[src/rtl/fosfor_present_pkg.sv]
// rtl/fosfor_present_pkg.sv - shared codes, status bit layout and FSM type for the PRESENT register interface
package fosfor_present_pkg;

   localparam logic [1:0] ADDR_NONE = 2'b00;
   localparam logic [1:0] ADDR_CMD  = 2'b01;
   localparam logic [1:0] ADDR_DLO  = 2'b10;
   localparam logic [1:0] ADDR_DHI  = 2'b11;

   localparam logic [3:0] CMD_NOP   = 4'h0;
   localparam logic [3:0] CMD_START = 4'h1;
   localparam logic [3:0] CMD_CLEAR = 4'h2;
   localparam logic [3:0] CMD_ABORT = 4'h3;

   localparam int ST_BUSY   = 0;
   localparam int ST_DONE   = 1;
   localparam int ST_ERR    = 2;
   localparam int ST_IVALID = 3;

   localparam logic [7:0] WDOG_LIMIT = 8'd255;

   typedef enum logic [1:0] {
      S_IDLE  = 2'd0,
      S_START = 2'd1,
      S_WAIT  = 2'd2
   } state_t;

endpackage

[src/rtl/fosfor_present_watchdog.sv]
// rtl/fosfor_present_watchdog.sv - cycle counter that flags a core run taking too long
module fosfor_present_watchdog
   import fosfor_present_pkg::*;
(
   input  logic i_clk,
   input  logic i_rst,
   input  logic i_clear,
   input  logic i_enable,
   output logic o_expired
);

   logic [7:0] r_count;

   always_ff @(posedge i_clk or posedge i_rst) begin
      if (i_rst) begin
         r_count <= '0;
      end else if (i_clear) begin
         r_count <= '0;
      end else if (i_enable && (r_count != WDOG_LIMIT)) begin
         r_count <= r_count + 8'd1;
      end
   end

   // Fires on the cycle whose increment would bring the count to the limit.
   assign o_expired = i_enable && (r_count == (WDOG_LIMIT - 8'd1));

endmodule

[src/rtl/fosfor_present_regif.sv]
// rtl/fosfor_present_regif.sv - nibble-wide register interface sequencing one PRESENT core run
module fosfor_present_regif
   import fosfor_present_pkg::*;
(
   input  logic       Clk_ik,
   input  logic       Reset_ir,
   input  logic [1:0] Addr_ib,
   input  logic [3:0] Data_ib,
   output logic [7:0] Data_ob,
   output logic [7:0] InputData_ob,
   output logic       Start_o,
   output logic       Abort_o,
   input  logic       Done_i,
   input  logic [7:0] OutputData_ib
);

   state_t     r_state;
   logic [7:0] r_in_data;
   logic [7:0] r_out_data;
   logic [7:0] r_data_o;
   logic [3:0] r_last_cmd;
   logic       r_done;
   logic       r_err;
   logic       r_ivalid;
   logic       r_lo_seen;
   logic       r_hi_seen;
   logic       r_prev_cmd;
   logic       r_start_o;
   logic       r_abort_o;

   logic       w_busy;
   logic       w_cmd_exec;
   logic       w_wd_clear;
   logic       w_wd_enable;
   logic       w_wd_expired;
   logic [7:0] w_status;

   assign w_busy      = (r_state != S_IDLE);
   assign w_cmd_exec  = (Addr_ib == ADDR_CMD) && !r_prev_cmd;
   assign w_wd_clear  = (r_state == S_START);
   assign w_wd_enable = (r_state == S_WAIT);

   always_comb begin
      w_status            = '0;
      w_status[7:4]       = r_last_cmd;
      w_status[ST_IVALID] = r_ivalid;
      w_status[ST_ERR]    = r_err;
      w_status[ST_DONE]   = r_done;
      w_status[ST_BUSY]   = w_busy;
   end

   fosfor_present_watchdog u_watchdog (
      .i_clk     (Clk_ik),
      .i_rst     (Reset_ir),
      .i_clear   (w_wd_clear),
      .i_enable  (w_wd_enable),
      .o_expired (w_wd_expired)
   );

   always_ff @(posedge Clk_ik or posedge Reset_ir) begin
      if (Reset_ir) begin
         r_state    <= S_IDLE;
         r_in_data  <= '0;
         r_out_data <= '0;
         r_data_o   <= '0;
         r_last_cmd <= '0;
         r_done     <= 1'b0;
         r_err      <= 1'b0;
         r_ivalid   <= 1'b0;
         r_lo_seen  <= 1'b0;
         r_hi_seen  <= 1'b0;
         r_prev_cmd <= 1'b0;
         r_start_o  <= 1'b0;
         r_abort_o  <= 1'b0;
      end else begin
         r_prev_cmd <= (Addr_ib == ADDR_CMD);
         r_start_o  <= 1'b0;
         r_abort_o  <= 1'b0;
         r_data_o   <= ((Addr_ib == ADDR_NONE) || (Addr_ib == ADDR_CMD)) ? w_status : r_out_data;

         // Data addresses are writes on every edge; the core input is frozen during a run.
         if ((Addr_ib == ADDR_DLO) || (Addr_ib == ADDR_DHI)) begin
            if (w_busy) begin
               r_err <= 1'b1;
            end else if (Addr_ib == ADDR_DLO) begin
               r_in_data[3:0] <= Data_ib;
               r_lo_seen      <= 1'b1;
               r_ivalid       <= r_ivalid | r_hi_seen;
            end else begin
               r_in_data[7:4] <= Data_ib;
               r_hi_seen      <= 1'b1;
               r_ivalid       <= r_ivalid | r_lo_seen;
            end
         end

         if (w_cmd_exec) begin
            r_last_cmd <= Data_ib;
            case (Data_ib)
               CMD_NOP: ;
               CMD_START: begin
                  if (w_busy || !r_ivalid) begin
                     r_err <= 1'b1;
                  end else begin
                     r_state   <= S_START;
                     r_start_o <= 1'b1;
                     r_done    <= 1'b0;
                  end
               end
               CMD_CLEAR: begin
                  r_done    <= 1'b0;
                  r_err     <= 1'b0;
                  r_ivalid  <= 1'b0;
                  r_lo_seen <= 1'b0;
                  r_hi_seen <= 1'b0;
                  if (!w_busy) begin
                     r_in_data  <= '0;
                     r_out_data <= '0;
                  end
               end
               CMD_ABORT: ;
               default: r_err <= 1'b1;
            endcase
         end

         // FSM assignments come last so a completing run overrides a same-cycle CLEAR.
         case (r_state)
            S_IDLE: ;
            S_START: begin
               r_ivalid  <= 1'b0;
               r_lo_seen <= 1'b0;
               r_hi_seen <= 1'b0;
               r_state   <= S_WAIT;
            end
            S_WAIT: begin
               if (Done_i) begin
                  r_out_data <= OutputData_ib;
                  r_done     <= 1'b1;
                  r_state    <= S_IDLE;
               end else if (w_cmd_exec && (Data_ib == CMD_ABORT)) begin
                  r_abort_o <= 1'b1;
                  r_state   <= S_IDLE;
               end else if (w_wd_expired) begin
                  r_err     <= 1'b1;
                  r_abort_o <= 1'b1;
                  r_state   <= S_IDLE;
               end
            end
            default: r_state <= S_IDLE;
         endcase
      end
   end

   assign Data_ob      = r_data_o;
   assign InputData_ob = r_in_data;
   assign Start_o      = r_start_o;
   assign Abort_o      = r_abort_o;

endmodule

[config.mk]
export PLATFORM = sky130hd
export DESIGN_NAME = fosfor_present_regif
export DESIGN_NICKNAME = d
export VERILOG_FILES = /design/src/rtl/fosfor_present_pkg.sv /design/src/rtl/fosfor_present_watchdog.sv /design/src/rtl/fosfor_present_regif.sv
export SDC_FILE = /design/constraint.sdc
export NUM_CORES = 1
export LEC_CHECK = 0
export CAP_MARGIN = 20
export CORE_MARGIN = 2
export CORE_UTILIZATION = 45
export CTS_CLUSTER_SIZE = 40
export DETAILED_ROUTE_END_ITERATION = 12
export PLACE_DENSITY = 0.69
export RECOVER_POWER = 50
export REMOVE_ABC_BUFFERS = 1
export SKIP_LAST_GASP = 1
export SYNTH_ARGS = -nofsm -noshare
export SYNTH_HDL_FRONTEND = slang
export SYNTH_HIERARCHICAL = 1
export SYNTH_SLANG_ARGS = --single-unit
export TNS_END_PERCENT = 20
[constraint.sdc]
create_clock -name Clk_ik -period 3.5 [get_ports Clk_ik]
set_clock_uncertainty 0.05 [all_clocks]
set_input_delay 0.7 -clock Clk_ik [delete_from_list [all_inputs] [get_ports Clk_ik]]
set_output_delay 0.7 -clock Clk_ik [all_outputs]
set_load 0.02 [all_outputs]
==> results_dict.tcl <==
set metrics [dict create \
    rsz0062_at_grt "no" \
    setup_violations 0 \
    gp_congestion 0.796 \
    start_util 0.471 \
    layout-drive-gt1-share 0.133 \
    cts_tree "done" \
    die_area_um2 5180 \
    grt_pass1_vias 1598 \
    num_antenna_cells 0 \
    critPathArrivalTime_ns 2.89 \
    cts_setup_buffers 0 \
    cts_resized 0 \
    timing.critical_path.slowest_stage_cell "dlygate4sd3_1" \
    ys_types 45 \
    synth_cells 195 \
    holdPathStages 1 \
    worstHoldPathType "reg2reg" \
    clock.fmax_ghz 0.369 \
    io-pin-count 35 \
    vias 1535 \
    tightest_slew_ns 0.886 \
    core_area_um2 4410 \
    maxSlewHeadroom 0.409 \
    ir_drop_mv 0.314 \
    grt_pass1_wl_um 7550 \
    avgSynthCellArea_um2 10.7 \
    min_period_ns 2.71 \
    slew_viol_final 0 \
    finalSetupTns_ns 0 \
    ys_seq_area_frac 0.553 \
    grt_overflow 0 \
    critPathMaxStageDelay_ns 0.61 \
    yosysTopAreaCell "dfrtp_1" \
    finalCritPeriodShare 0.774 \
    ys.flop_type "dfrtp_1" \
    start_kind "primary input" \
    hold_buffers 0 \
    synth-edff-count 0 \
    synth_top_area_frac 0.553 \
    worst_setup_path_end_kind "register" \
    ys_async_sr_fraction 1.00 \
    dr.first_iter.drc_count 96 \
    pwr-share-comb 0.210 \
    synth_most_common_cell "dfrtp_1" \
    ys_top_cells_by_count "dfrtp_1 (46), nand2_1 (25), nor2_1 (20), o21ai_0 (14), mux2_2 (11)" \
    cts-root-buf "clkbuf_8" \
    cap_violations 0 \
    nets 251 \
    power_frac_seq 0.520 \
    clk_pin_slew_ns 0.08 \
    grtUsageTotal 0.190 \
    cp_cell_sequence "dlygate4sd3_1 -> clkbuf_1 -> or3b_2 -> nor2_2 -> nand2_1 -> a21oi_1" \
    p_int_uw 901 \
    cts.path.max_buffers 2 \
    routed_via_density 5.39 \
    portBuffers 34 \
    critPathKind "in2reg" \
    outcome "finished, final reports clean" \
    worstPathMaxFanout 15 \
    antenna_found_initial 0 \
    area_growth_pct 22.7 \
    crit_required_ns 3.68 \
    synthTopCellsByArea "dfrtp_1 (55%), mux2_2 (6.0%), nand2_1 (4.5%)" \
    clkPwrFrac 0.269 \
    reg2regPathDepth 7 \
    routed_wl_um 4270 \
    cts_buffers 5 \
    die_h_um 72 \
    synth.cell_area_um2 2080 \
    finalHoldViolations 0 \
    switchingPower_uw 361 \
    hpwl_um 3090 \
    cts_sinks 46 \
    rows 24 \
    p_sw_frac 0.286 \
    synth_seq_cells 46 \
    yosysWarningCount 6 \
    powerDensity_nw_per_um2 494 \
    clkLatencyLatePin_ns 0.30 \
    antenna_left 0 \
    die_x_um 72 \
    cts_max_level 2 \
    drtPass1Iterations 4 \
    grt_max_degree 24 \
    post-route-util 0.579 \
    drcViolationCount 0 \
    wl_per_cell_um 15.0 \
    p_leak_nw 1.12 \
]
critical path, delay by kind of cell:
kind	cells	cell delay, ns
simple gates	3	0.88
buf+inv	2	1.19
compound gates	1	0.13
stage by stage:
| stage | instances | hold slack, ns | power, mW | setup slack, ns | cell area [µm²] |
|---|---|---|---|---|---|
| global route | 285 | 0.459 | 1.33 | 0.630 | 2550 |
| detailed placement | 277 | 0.432 | 0.938 | 0.667 | 2470 |
| finish | 285 | 0.450 | 1.26 | 0.791 | 2550 |
| floorplan | 187 | 0.402 | 0.812 | 1.58 | 2030 |
| CTS | 285 | 0.451 | 1.27 | 0.987 | 2560 |
| global placement | 277 | 0.419 | 0.930 | 0.702 | 2470 |
routing by layer:
| layer | share of wire | vias up | GRT usage |
|---|---|---|---|
| li1 | - | 748 | - |
| met1 | 0.46 | 742 | 0.253 |
| met2 | 0.48 | 38 | 0.303 |
| met3 | 0.039 | 7 | 0.0347 |
| met4 | 0.018 | 0 | 0.0860 |
| met5 | 0 | - | 0 |
state kept, by name (all words and copies together) (netlist names):
name	flops
r_state	2
r_hi_seen	1
r_done	1
Data_ob	8
InputData_ob	8
r_out_data	8
Start_o	1
r_ivalid	1
r_lo_seen	1
r_err	1
u_watchdog/r_count	8
r_prev_cmd	1
Abort_o	1
r_last_cmd	4
power by group through the flow:
stage               clock network (mW)  registers [mW]  logic (mW)
floorplan                            0           0.696       0.116
global placement                     0           0.665       0.265
detailed placement                   0           0.668       0.270
CTS                              0.346           0.657       0.272
global route                     0.368           0.668       0.293
finish                           0.340           0.656       0.266
cells in the final DEF, fill, tap and decap left out, types with 3 or more instances in the layout:
cell / synthesis / routed
nor2_1: 20 / 20
nand3_1: 5 / 5
o21ai_0: 14 / 15
a21oi_1: 8 / 8
nand2_1: 25 / 25
mux2i_1: 6 / 6
nor3_1: 4 / 4
o21a_1: 3 / 3
dfrtp_1: 46 / 46
clkdlybuf4s50_1: 0 / 32
mux2_2: 11 / 11
and3_1: 3 / 3
clkbuf_1: 3 / 3
inv_1: 6 / 6
clkbuf_8: 0 / 6
area by class of cell:
cell class,instances,area [µm²]
inverters,6,22.5
repair buffers,38,359
fillers,388,1860
clock buffers,6,82.6
flip-flops and latches,46,1150
multi-input cells,135,861
clock inverters,2,12.5
well taps,52,65.1
final timing paths:
| kind | from | end | slack [ns] |
|---|---|---|---|
| setup / recovery | Addr_ib[1] | InputData_ob[3] | 0.79 |
| hold / removal | r_lo_seen | r_lo_seen | 0.45 |
| setup reg to reg | r_state[0] | r_err | 1.51 |
| hold reg to reg | r_lo_seen | r_lo_seen | 0.45 |
| max in group asynchronous | Reset_ir | r_hi_seen | 1.51 |
| min in group asynchronous | Reset_ir | u_watchdog/r_count[5] | 0.75 |
kinds of logic after synthesis:
group / after synthesis / share of synthesized area
compound gates: 38 / 0.116
xor+xnor: 1 / 0.00421
fa+ha+maj: 2 / 0.0120
buf+inv: 14 / 0.0331
flops: 46 / 0.553
mux: 17 / 0.0884
simple gates: 77 / 0.193
Power figures use the tool's default switching activity.
